<file path="config.mk">
export PLATFORM = sky130hd
export DESIGN_NAME = sd_read_monitor_flat
export DESIGN_NICKNAME = d
export VERILOG_FILES = /design/src/rtl/sd_read_monitor_pkg.sv /design/src/rtl/sd_read_monitor_if.sv /design/src/rtl/sd_mon_block_counter.sv /design/src/rtl/sd_read_monitor.sv /design/src/flat_wrapper.sv
export SDC_FILE = /design/constraint.sdc
export NUM_CORES = 1
export LEC_CHECK = 0
export ABC_AREA = 0
export CORE_ASPECT_RATIO = 0.5
export CORE_MARGIN = 2
export CORE_UTILIZATION = 35
export DETAILED_ROUTE_END_ITERATION = 10
export RECOVER_POWER = 100
export SYNTH_ARGS = -nofsm -noshare
export SYNTH_HDL_FRONTEND = slang
export SYNTH_SLANG_ARGS = --single-unit
</file>
<file path="constraint.sdc">
create_clock -name clk -period 8.3 [get_ports clk]
set_input_delay 1.245 -clock clk [delete_from_list [all_inputs] [get_ports clk]]
set_output_delay 1.245 -clock clk [all_outputs]
set_load 0.02 [all_outputs]
</file>
<file path="src/rtl/sd_read_monitor_pkg.sv">
// Shared types and defaults for the SD read throughput monitor.
package sd_read_monitor_pkg;

  typedef enum logic [1:0] {
    MON_IDLE = 2'd0,
    MON_RUN  = 2'd1,
    MON_DONE = 2'd2
  } mon_state_t;

  localparam int DEF_BLOCK_BYTES = 512;
  localparam int DEF_CNT_W       = 32;

  // Rotate-left-by-one then add the byte, mod 2^32.
  function automatic logic [31:0] csum_step(input logic [31:0] c, input logic [7:0] d);
    return {c[30:0], c[31]} + {24'h0, d};
  endfunction

endpackage

</file>
<file path="src/rtl/sd_read_monitor_if.sv">
// Monitor bus: run handshake and byte stream in, measurement results out.
// The checksum member exists only with SD_READ_MONITOR_CHECKSUM_EN defined.
interface sd_read_monitor_if #(
  parameter int CNT_W = 32
);
  logic             start;
  logic             finish;
  logic [31:0]      n_blocks;
  logic             byte_valid;
  logic [7:0]       byte_data;
  logic             busy;
  logic             done;
  logic [CNT_W-1:0] cycles;
  logic [CNT_W-1:0] bytes;
  logic [CNT_W-1:0] blocks;
  logic             cyc_ovf;
  logic             len_err;
`ifdef SD_READ_MONITOR_CHECKSUM_EN
  logic [31:0]      checksum;
`endif

  modport master (
    output start, finish, n_blocks, byte_valid, byte_data,
    input  busy, done, cycles, bytes, blocks, cyc_ovf, len_err
`ifdef SD_READ_MONITOR_CHECKSUM_EN
    , input checksum
`endif
  );

  modport slave (
    input  start, finish, n_blocks, byte_valid, byte_data,
    output busy, done, cycles, bytes, blocks, cyc_ovf, len_err
`ifdef SD_READ_MONITOR_CHECKSUM_EN
    , output checksum
`endif
  );

endinterface

</file>
<file path="src/rtl/sd_mon_block_counter.sv">
// Byte-in-block index modulo BLOCK_BYTES plus completed-block counter.
// Count visible one edge after inc; wrap is a same-cycle pulse on the last byte of a block.
module sd_mon_block_counter #(
  parameter int BLOCK_BYTES = 512,
  parameter int CNT_W       = 32
) (
  input  logic             clk,
  input  logic             rst,
  input  logic             clr,
  input  logic             inc,
  output logic [CNT_W-1:0] blocks,
  output logic             wrap
);
  localparam int IDX_W = $clog2(BLOCK_BYTES);

  logic [IDX_W-1:0] idx;

  assign wrap = inc && (idx == IDX_W'(BLOCK_BYTES - 1));

  always_ff @(posedge clk or negedge rst) begin
    if (!rst) begin
      idx    <= '0;
      blocks <= '0;
    end else if (clr) begin
      idx    <= '0;
      blocks <= '0;
    end else if (inc) begin
      if (wrap) begin
        idx    <= '0;
        blocks <= blocks + 1'b1;
      end else begin
        idx    <= idx + 1'b1;
      end
    end
  end

endmodule

</file>
<file path="src/rtl/sd_read_monitor.sv">
// Measures one SD read run: cycles in RUN, bytes, blocks and a length check; all outputs
// registered. Optional rolling checksum with SD_READ_MONITOR_CHECKSUM_EN defined.
module sd_read_monitor
  import sd_read_monitor_pkg::*;
#(
  parameter int BLOCK_BYTES = DEF_BLOCK_BYTES,
  parameter int CNT_W       = DEF_CNT_W
) (
  input logic              clk,
  input logic              rst,
  sd_read_monitor_if.slave mon
);
  localparam int BLK_SH = $clog2(BLOCK_BYTES);

  mon_state_t           state;
  mon_state_t           state_nxt;
  logic                 accept_start;
  logic                 byte_inc;
  logic                 busy_q;
  logic                 done_q;
  logic                 cyc_ovf_q;
  logic                 len_err_q;
  logic [CNT_W-1:0]     cycles_q;
  logic [CNT_W-1:0]     bytes_q;
  logic [CNT_W-1:0]     bytes_nxt;
  logic [CNT_W-1:0]     exp_bytes;
  logic [CNT_W-1:0]     blocks;
  logic [31:0]          nblk_q;
  logic [31+BLK_SH:0]   nblk_sh;
  logic                 blk_wrap_unused;

  always_comb begin
    state_nxt    = state;
    accept_start = 1'b0;
    case (state)
      MON_IDLE, MON_DONE: begin
        if (mon.start) begin
          state_nxt    = MON_RUN;
          accept_start = 1'b1;
        end
      end
      MON_RUN: begin
        if (mon.finish) state_nxt = MON_DONE;
      end
      default: state_nxt = MON_IDLE;
    endcase
  end

  always_ff @(posedge clk or negedge rst) begin
    if (!rst) state <= MON_IDLE;
    else      state <= state_nxt;
  end

  assign byte_inc  = (state == MON_RUN) && mon.byte_valid;
  assign bytes_nxt = bytes_q + CNT_W'(byte_inc);
  assign nblk_sh   = {nblk_q, {BLK_SH{1'b0}}};
  assign exp_bytes = CNT_W'(nblk_sh);

  // The finishing edge still counts its cycle and any coincident byte before freezing.
  always_ff @(posedge clk or negedge rst) begin
    if (!rst) begin
      busy_q    <= 1'b0;
      done_q    <= 1'b0;
      cycles_q  <= '0;
      bytes_q   <= '0;
      cyc_ovf_q <= 1'b0;
      len_err_q <= 1'b0;
      nblk_q    <= '0;
    end else begin
      busy_q <= (state_nxt == MON_RUN);
      done_q <= (state_nxt == MON_DONE);
      if (accept_start) begin
        cycles_q  <= '0;
        bytes_q   <= '0;
        cyc_ovf_q <= 1'b0;
        len_err_q <= 1'b0;
        nblk_q    <= mon.n_blocks;
      end else if (state == MON_RUN) begin
        if (cycles_q == {CNT_W{1'b1}}) cyc_ovf_q <= 1'b1;
        else                           cycles_q  <= cycles_q + 1'b1;
        bytes_q <= bytes_nxt;
        if (mon.finish) len_err_q <= (bytes_nxt != exp_bytes);
      end
    end
  end

  sd_mon_block_counter #(
    .BLOCK_BYTES (BLOCK_BYTES),
    .CNT_W       (CNT_W)
  ) u_blk (
    .clk    (clk),
    .rst    (rst),
    .clr    (accept_start),
    .inc    (byte_inc),
    .blocks (blocks),
    .wrap   (blk_wrap_unused)
  );

`ifdef SD_READ_MONITOR_CHECKSUM_EN
  logic [31:0] csum_q;

  always_ff @(posedge clk or negedge rst) begin
    if (!rst)              csum_q <= '0;
    else if (accept_start) csum_q <= '0;
    else if (byte_inc)     csum_q <= csum_step(csum_q, mon.byte_data);
  end

  assign mon.checksum = csum_q;
`else
  logic [7:0] byte_data_unused;
  assign byte_data_unused = mon.byte_data;
`endif

  assign mon.busy    = busy_q;
  assign mon.done    = done_q;
  assign mon.cycles  = cycles_q;
  assign mon.bytes   = bytes_q;
  assign mon.blocks  = blocks;
  assign mon.cyc_ovf = cyc_ovf_q;
  assign mon.len_err = len_err_q;

endmodule

</file>
<file path="src/flat_wrapper.sv">
// flat-port wrapper written by rule: the top's interface ports become plain ports
module sd_read_monitor_flat import sd_read_monitor_pkg::*;
#(
  parameter int BLOCK_BYTES = DEF_BLOCK_BYTES,
  parameter int CNT_W       = DEF_CNT_W
)
  (clk, rst, mon_start, mon_finish, mon_n_blocks, mon_byte_valid, mon_byte_data, mon_busy, mon_done, mon_cycles, mon_bytes, mon_blocks, mon_cyc_ovf, mon_len_err);
  sd_read_monitor_if #(.CNT_W(CNT_W)) mon_i ();
  input logic clk;
  input logic rst;
  input wire logic [$bits(mon_i.start)-1:0] mon_start;
  input wire logic [$bits(mon_i.finish)-1:0] mon_finish;
  input wire logic [$bits(mon_i.n_blocks)-1:0] mon_n_blocks;
  input wire logic [$bits(mon_i.byte_valid)-1:0] mon_byte_valid;
  input wire logic [$bits(mon_i.byte_data)-1:0] mon_byte_data;
  output wire logic [$bits(mon_i.busy)-1:0] mon_busy;
  output wire logic [$bits(mon_i.done)-1:0] mon_done;
  output wire logic [$bits(mon_i.cycles)-1:0] mon_cycles;
  output wire logic [$bits(mon_i.bytes)-1:0] mon_bytes;
  output wire logic [$bits(mon_i.blocks)-1:0] mon_blocks;
  output wire logic [$bits(mon_i.cyc_ovf)-1:0] mon_cyc_ovf;
  output wire logic [$bits(mon_i.len_err)-1:0] mon_len_err;
  assign mon_i.start = mon_start;
  assign mon_i.finish = mon_finish;
  assign mon_i.n_blocks = mon_n_blocks;
  assign mon_i.byte_valid = mon_byte_valid;
  assign mon_i.byte_data = mon_byte_data;
  assign mon_busy = mon_i.busy;
  assign mon_done = mon_i.done;
  assign mon_cycles = mon_i.cycles;
  assign mon_bytes = mon_i.bytes;
  assign mon_blocks = mon_i.blocks;
  assign mon_cyc_ovf = mon_i.cyc_ovf;
  assign mon_len_err = mon_i.len_err;
  sd_read_monitor #(.BLOCK_BYTES(BLOCK_BYTES), .CNT_W(CNT_W)) u_core (.clk(clk), .rst(rst), .mon(mon_i));
endmodule
</file>
==> impl_results.md, run 1 <==
- Share of layout cells above drive strength 1: approximately 7%
- Filler instances: about 2,000
- CTS tree: yes
- Hold Fails Final Rpt: 0
- Crit Path Category: input port to register
- Vias in the first global route: between 6,000 and 7,000
- Crit start category: input port
- DR pass1 iterations: 5
- Row count: 37
- Async S/R FF share, synth: 100.0%
- Cell with the most instances after synthesis: dfrtp_1
- Global route overflow: 0
- Clock Pin Slew Worst Setup and Hold Paths: 0.06 ns
- Core Footprint: about 21,000 um^2
- Hold Crit Start: u_core.nblk_q[9]
- Vert. Die Dim: about 110 um
- Post-synthesis cell type count: a little over 60
- CTS Buf Count: 17
- Setup TNS: 0 ns
- Full die area: 22,780 um^2
- Via density: approximately 5.4
- Critical path, cell by cell: dlygate4sd3_1, nor2b_1, buf_4, o21ba_1, nand4_1, xor2_1, nor2_1
- Crit-path max cell delay: 2.37 ns
- Endpoints failing setup: 0
- Int Power: approximately 1.3 mW
- Slew Viols, Final: about 180
- Port Buf Inserts: around 130
- Drt drc: 0
- All-Layer GR Usage: roughly a fifth
- Max Fclk: between 150 and 200 MHz
- # IOs: between 100 and 150
- Clock Path Buffers: 2
- FF-to-FF Start: u_core.state[0]
- H-Tree Depth: 4
- Synth Register Bits: around 130
- Critical Path Fanout Max: 62
- Sw Ratio: 29.25%
- Syn Nets: 900
- Clk_lat worst skew: about 0.42 ns
- Ys flop type: dfrtp_1
- Slowest-stage cell, CP: nor2b_1
- Initial Util: 36.16%
- Nets: between 1,000 and 1,500
- Final worst path period share: 68.45%
- Clock Skew: ~0.0084 ns
- Syn. warnings: 0
- Min Clock Period, post-route: 5.681 ns
- EDFF count, synth: 0
- First-pass GRT wire length: ~34,000 um
- Post-cts resize count: 0
- Routed Wire Length: just over 20,000 um
- Post-synthesis sequential area ratio: 44.51%
- Diode count: 0
- Synth top cells by count: dfrtp_1 (134), nand2_1 (110), nor2_1 (95), o21ai_0 (66), xnor2_1 (47)
- Worst endpoint required time: 8.57 ns
- Largest net degree at the start of global routing: 76
- FF-to-FF End: u_core.mon.cycles[28]
- Max-Slew Margin vs Limit: -122.4%
- RSZ-0062 raised after global routing: false
- Clk pwr share: between 40% and 50%
- Lkg Pwr: about 4.3 nW
- Peak VDD IR: between 0.00015 and 0.0002 V
- Detailed placement HPWL: 14,230 um
- Setup slack, reg-to-reg: between 3 and 4 ns
- Hold EP: u_core.nblk_q[9]
- CP Capture Type: register
- Die Wd: about 210 um
- R2r worst-path depth: 6
- Hold crit path type: register to register
- Power per cell area: 189.7 nW/um^2
- P_sw: 0.5303 mW
- Root buffer cell: clkbuf_16
- Synth area leaders: dfrtp_1 (45%), nand2_1 (5.5%), xnor2_1 (5.5%)
- Post-CTS setup buffers: 0
- Synth area leader: dfrtp_1
- Vias: 6,682
- Seq pwr share: around two fifths
- Cells after Synth: ~850
- Overall Power: 1.813 mW
- Hold path depth: 2
- Failing checks: capacitance limit, slew limit
- Share of the synthesized area in the top cell type: 44.51%
- P&R area growth vs syn: 26.86%
- Drt wl/cell: 16.79 um
- Post-synthesis cell area: between 7000 and 8000 um^2
- Syn Area/Cell: just under 9 um^2
- GP Congestion: around 0.83
- Gate power share: 17.0%
- Critical path arrival: ~6.0 ns
- Maxcap violations: 3
- Clock Sinks: between 100 and 150
- Post-DRT Antenna Nets: 0
- Hold_buf cts: 0
- Initial antenna violation count: 0
- Outcome: finished, violations left
- Pin slew with the least headroom to its limit: between 3 and 4 ns
- Initial DRC Count: 384
-- per-stage QoR --
stage	util, %	cells	worst slack, ns	hold slack [ns]	cell area, um^2
after global routing	45.87	1238	2.143	0.5301	9557
final	45.87	1238	2.619	0.4991	9557
after detailed placement	43.20	1208	3.663	0.4878	9000
after global placement	43.20	1208	3.733	0.4835	9000
after CTS	46.00	1238	4.040	0.5026	9583
after floorplan	-	849	4.938	0.4652	7533
-- power groups by stage --
stage | sequential (mW) | clock (mW) | combinational, mW
after global routing | 0.748 | 0.803 | 0.351
after CTS | 0.744 | 0.779 | 0.319
final | 0.742 | 0.761 | 0.309
after floorplan | 0.756 | 0 | 0.197
after detailed placement | 0.756 | 0 | 0.317
after global placement | 0.754 | 0 | 0.313
-- area by class of cell --
cell class,count,area (um^2),share of cell area [%]
Tap cell,273,341.6,3.574
Sequential cell,134,3353,35.09
Multi-Input combinational cell,652,3911,40.93
Clock buffer,22,484.2,5.067
Clock inverter,8,98.84,1.034
Timing Repair Buffer,134,1311,13.72
Inverter,15,56.30,0.5892
-- flip-flops by register name (all words and copies together) (netlist names), 2 cells and up --
register	flops
u_core.mon.bytes	32
u_core.state	2
u_core.u_blk.idx	9
u_core.nblk_q	23
u_core.mon.cycles	32
u_core.u_blk.blocks	32
-- routing by layer --
layer	vias up	GRT usage, %	wire (um)
met5	-	0	0
met4	0	5.533	269
met3	23	4.463	1047
met2	159	30.55	9843
met1	3281	25.47	9630
li1	3219	-	-
-- kinds of logic after synthesis --
logic type,after synthesis,share of synthesized area (%)
XOR/XNOR,82,9.533
flip-flops,134,44.51
AND/OR/NAND/NOR,401,28.37
adder cells (fa/ha/maj),6,0.9965
buffers and inverters,63,3.538
AO/OA/AOI/OAI,160,12.66
multiplexers,3,0.3986
-- worst max-delay path by stage --
stage	from	endpoint	slack (ns)	cells past startpoint
final	mon_start	u_core.mon.cycles[28]	2.62	7
after global routing	rst	u_core.mon.bytes[8]	2.14	2
after CTS	mon_byte_valid	u_core.mon.len_err	4.04	11
after detailed placement	mon_byte_valid	u_core.mon.len_err	3.66	11
after global placement	mon_byte_valid	u_core.mon.len_err	3.73	11
after floorplan	mon_byte_valid	u_core.mon.len_err	4.94	11
-- worst max-delay path: cells and delay by family --
kind	cells	cell delay, ns
and+or+nand+nor	3	2.59
AOI/OAI and AO/OA	1	0.51
xor gates and xnor gates	1	0.16
buffers and inverters	2	1.42
-- cells in the final DEF (no fill, tap or decap), drive strengths merged, types with 3 or more instances in the layout --
cell type	instances
clkbuf	25
nor4	16
xnor2	47
or3b	3
and4	12
nand4	31
nor3	25
nand2	111
a31oi	6
dfrtp	134
o22ai	4
o211a	3
inv	15
a21oi	43
o2111ai	3
buf	5
o31ai	8
or4	3
a22o	4
clkdlybuf4s50	24
ha	6
and3	16
a211oi	4
mux2i	3
dlygate4sd3	102
clkinv	4
nor2	95
nor2b	3
and2	8
xor2	35
nand3	50
nand3b	3
o21ai	67
o41ai	5
or3	16
(Power assumes the default switching activity.)
==> inputs of run 2 (changes only) <==
==> constraint.sdc (replaced) <==
create_clock -name clk -period 5.9 [get_ports clk]
set_input_delay 0.885 -clock clk [delete_from_list [all_inputs] [get_ports clk]]
set_output_delay 0.885 -clock clk [all_outputs]
set_load 0.02 [all_outputs]
==> impl_results.md, run 2 (synthesized netlist as in run 1, its figures left out) <==
- Post-cts resize count: 0
- Crit start category: input port
- Initial DRC Count: about 450
- CP startpoint: mon_start
- Outcome: finished, violations left
- Int Power: ~1.8 mW
- Clock Sinks: 134
- Hold_buf cts: 0
- Largest net degree at the start of global routing: 86
- P_sw: around 0.74 mW
- Area of the multi-input gates: approximately 3900 um^2
- Global route overflow: 0
- H-Tree Depth: 4
- Most used routing layer: met2
- Critical path arrival: about 4.5 ns
- Final worst path period share: between 70% and 80%
- Post-route cell area: ~9600 um^2
- Sw Ratio: between 20% and 30%
- FF-to-FF Start: u_core.state[0]
- Routed Wire Length: 20,780 um
- Setup TNS: 0 ns
- Met2 Resource Use GR: 30.59%
- Initial antenna violation count: 1
- Gate power share: between 10% and 20%
- All-Layer GR Usage: between 10% and 20%
- R2r worst-path depth: 11
- Endpoints failing setup: 0
- Placement Cell Area: between 9000 and 10,000 um^2
- CP Capture Point: u_core.mon.bytes[14]
- FF-to-FF End: u_core.mon.len_err
- Slew Viols, Final: 85
- Most common cell after layout, fill and taps aside: dfrtp_1
- Hold Fails Final Rpt: 0
- Initial Util: approximately 36%
- CTS Buf Count: 17
- Post-CTS setup buffers: 0
- Die Wd: between 200 and 250 um
- Met3 Resource Use GR: about 4.6%
- Failing checks: capacitance limit, slew limit
- Filler instances: a little over 2,000
- RSZ-0062 raised after global routing: false
- Clock Skew: ~0.012 ns
- Core Footprint: between 20,000 and 25,000 um^2
- Nets: between 1,000 and 1,500
- Via density: about 5.4
- Setup slack, reg-to-reg: ~2.1 ns
- Power per cell area: around 270 nW/um^2
- Vias: between 6,000 and 7,000
- Reg area: approximately 3400 um^2
- P&R area growth vs syn: 27.19%
- Critical Path Fanout Max: 33
- Seq pwr share: between 40% and 50%
- Max Fclk: ~240 MHz
- Crit Path Category: input port to register
- Vias in the first global route: about 6,500
- Clk_lat worst skew: around 0.42 ns
- Lkg Pwr: between 4 and 5 nW
- Peak VDD IR: roughly 0.00018 V
- Post-Place Cells: 1,209
- Vert. Die Dim: 107.7 um
- Full die area: ~23,000 um^2
- Most frequent cells in the layout: dfrtp_1 (134), nand2_1 (110), dlygate4sd3_1 (102), nor2_1 (95), o21ai_0 (67)
- DR pass1 iterations: 5
- Pin slew with the least headroom to its limit: 2.835 ns
- Post-DRT Antenna Nets: 0
- Hold crit path type: register to register
- Share of layout cells above drive strength 1: 6.722%
- Min Clock Period, post-route: approximately 4.2 ns
- CTS tree: yes
- Row count: 37
- GP Congestion: about 0.85
- Drt drc: 0
- Final Non-Filler Cells: around 1,200
- Root buffer cell: clkbuf_16
- Drt wl/cell: between 15 and 20 um
- Clock Path Buffers: 2
- Overall Power: approximately 2.6 mW
- M1 GR Usage: 25.55%
- Port Buf Inserts: about 130
- Max-Slew Margin vs Limit: -88.99%
- Maxcap violations: 2
- First-pass GRT wire length: between 30,000 and 40,000 um
- Clk pwr share: a little over two fifths
- Clock Pin Slew Worst Setup and Hold Paths: roughly 0.06 ns
- Worst endpoint required time: between 6 and 7 ns
- CP Capture Type: register
- # IOs: 145
- Detailed placement HPWL: roughly 14,000 um
-- run 2: area by class of cell --
| type | count | share of cell area [%] |
|---|---|---|
| tap | 273 | 3.565 |
| multi-input combinational | 652 | 40.82 |
| antenna | 1 | 0.02612 |
| inverter | 15 | 0.5876 |
| timing repair buffer | 135 | 13.79 |
| sequential | 134 | 35.00 |
| clock inverter | 10 | 1.619 |
| clock buffer | 21 | 4.596 |
-- run 2: power by group through the flow --
stage               Sequential (mW)  Clock [mW]  Combinational (mW)
detailed placement             1.06           0               0.450
global placement               1.06           0               0.441
CTS                            1.05        1.13               0.453
floorplan                      1.06           0               0.278
global route                   1.05        1.17               0.494
finish                         1.05        1.11               0.438
-- run 2: worst min-delay path by stage --
stage	depth (start not counted)	slack, ns	end	startpoint
after floorplan	2	0.47	u_core.nblk_q[0]	u_core.nblk_q[0]
after global placement	2	0.48	u_core.nblk_q[21]	u_core.nblk_q[21]
after detailed placement	2	0.49	u_core.nblk_q[18]	u_core.nblk_q[18]
after CTS	2	0.50	u_core.nblk_q[18]	u_core.nblk_q[18]
after global routing	2	0.53	u_core.nblk_q[19]	u_core.nblk_q[19]
final	2	0.50	u_core.nblk_q[10]	u_core.nblk_q[10]
-- run 2: metrics by stage --
stage	util (%)	setup slack, ns	hold slack, ns
4_1_cts	46.10	2.172	0.5023
3_5_place_dp	43.24	1.731	0.4872
2_1_floorplan	-	2.833	0.4652
3_3_place_gp	43.24	1.793	0.4828
5_1_grt	45.99	1.305	0.5333
6_report	45.99	1.740	0.4969
-- run 2: critical path, cell delays in order --
cell and delay (ns):
dlygate4sd3_1 0.56, nor2b_1 1.65, nor2_1 0.11, clkbuf_1 0.62, o21bai_1 0.37, a22o_1 0.24
-- run 2: metal layers --
layer,part of all wire [%],wire length [um]
met4,1.0,208
met5,0,0
met3,5.1,1064
met1,47,9753
met2,47,9753
==> inputs of run 3 (changes only) <==
==> constraint.sdc (replaced) <==
create_clock -name clk -period 3.7 [get_ports clk]
set_input_delay 0.555 -clock clk [delete_from_list [all_inputs] [get_ports clk]]
set_output_delay 0.555 -clock clk [all_outputs]
set_load 0.02 [all_outputs]
==> impl_results.md, run 3 (synthesized netlist as in run 1, its figures left out) <==
- Critical path arrival: about 3.7 ns
- Worst endpoint required time: between 4 and 5 ns
- Slew Viols, Final: 140
- Hold Fails Final Rpt: 0
- Min Clock Period, post-route: 3.362 ns
- CTS tree: yes
- P&R area growth vs syn: 28.38%
- Met3 Resource Use GR: 4.347%
- Root buffer cell: clkbuf_16
- DR pass1 iterations: 5
- Via density: about 5.4
- Failing checks: capacitance limit, slew limit
- Nets: approximately 1,000
- Post-CTS setup buffers: 0
- Endpoints failing setup: 0
- Row count: 37
- CTS Buf Count: 17
- Max-Slew Margin vs Limit: -44.73%
- H-Tree Depth: 4
- Pin slew with the least headroom to its limit: 2.171 ns
- Clk_lat worst skew: 0.42 ns
- Vias: just under 7,000
- Peak VDD IR: 0.0002973 V
- Global route overflow: 0
- Crit-path max cell delay: ~0.42 ns
- Post-DRT Antenna Nets: 0
- Maxcap violations: 3
- Core Footprint: about 21,000 um^2
- Post-Place Cells: ~1,200
- Outcome: finished, violations left
- Drt drc: 0
- Critical Path Fanout Max: 10
- Detailed placement HPWL: ~15,000 um
- Port Buf Inserts: roughly 130
- Clock Pin Slew Worst Setup and Hold Paths: 0.06 ns
- CP dominant cell by count: and3_1
- Met2 Resource Use GR: a little under a third
- Max Fclk: ~300 MHz
- CP Capture Type: register
- Clock Skew: roughly 0.0082 ns
- Setup TNS: 0 ns
- Slowest-stage cell, CP: or3_1
- Full die area: about 23,000 um^2
- Clock Sinks: 134
- Vert. Die Dim: about 110 um
- Post-cts resize count: 0
- Diode count: 0
- Routed Wire Length: between 20,000 and 25,000 um
- Crit start category: register
- Vias in the first global route: 6,638
- Drt wl/cell: around 17 um
- Clock Path Buffers: 2
- First-pass GRT wire length: 34,620 um
- Initial DRC Count: approximately 440
- M1 GR Usage: about a quarter
- Most used routing layer: met2
- Initial Util: between 30 and 40%
- Final Non-Filler Cells: about 1,300
- Most common cell after layout, fill and taps aside: dfrtp_1
- All-Layer GR Usage: 19.32%
- Lkg Pwr: around 4.3 nW
- Die Wd: about 210 um
- Share of layout cells above drive strength 1: under 10%
- RSZ-0062 raised after global routing: false
- Largest net degree at the start of global routing: 86
- Critical path, cell by cell: ha_1, and3_1, and3_1, and3_1, ha_1, and4b_2, nand3_2, nor4_2, nand4_1, or3_1, a21oi_1
- Most frequent cells in the layout: dfrtp_1 (134), nand2_1 (110), dlygate4sd3_1 (101), nor2_1 (95), o21ai_0 (66)
- Hold crit path type: register to register
- Hold_buf cts: 0
- Power per cell area: about 430 nW/um^2
- GP Congestion: 0.8699
- # IOs: ~150
- Initial antenna violation count: 0
- Final worst path period share: slightly above 90%
- Crit Path Category: register to register
## run 3: final cells by class
class / instances / area (um^2)
well taps: 273 / 341.6
multi-input cells: 652 / 3904
fillers: 2045 / 11160
inverters: 15 / 56.30
repair buffers: 147 / 1405
clock buffers: 24 / 491.7
clock inverters: 8 / 120.1
flip-flops and latches: 134 / 3353
## run 3: through the flow
stage	worst slack (ns)	utilization [%]	hold slack, ns	total power [mW]	cell area (um^2)
2_1_floorplan	0.6326	-	0.2594	2.138	7533
3_3_place_gp	0.2821	43.73	0.4824	2.411	9110
3_5_place_dp	0.2569	43.73	0.4828	2.424	9110
4_1_cts	0.2571	46.67	0.2238	4.228	9722
5_1_grt	0.05248	46.43	0.5368	4.364	9672
6_report	0.3377	46.43	0.4916	4.159	9672
## run 3: final timing paths
check                                         start                       to  slack [ns]  cells past startpoint
worst max-delay path            u_core.u_blk.idx[0]  u_core.u_blk.blocks[30]        0.34                     11
worst min-delay path               u_core.nblk_q[9]         u_core.nblk_q[9]        0.49                      2
worst max register to register  u_core.u_blk.idx[0]  u_core.u_blk.blocks[30]        0.34                     11
worst min register to register     u_core.nblk_q[9]         u_core.nblk_q[9]        0.49                      2
max in group asynchronous                       rst      u_core.mon.bytes[1]        1.65                      1
min in group asynchronous                       rst     u_core.mon.cycles[8]        0.76                      1
## run 3: power by group
group | leakage [nW] | switching [mW] | internal [mW]
Clock | 0.296 | 0.655 | 1.13
Sequential | 1.82 | 0.102 | 1.57
Combinational | 2.22 | 0.447 | 0.258
Total | 4.34 | 1.20 | 2.95
## run 3: critical path, delay by kind of cell, from the launching register on
family / cells / cell delay [ns]
AND/OR/NAND/NOR: 8 / 2.22
adder cells (fa/ha/maj): 2 / 0.53
flip-flops: 1 / 0.38
AO/OA/AOI/OAI: 1 / 0.15
## run 3: per-layer routing
metal	wire, um	up-vias
met1	10010	3400
met2	10150	139
met4	267	0
met3	847	23
li1	-	3236
met5	0	-
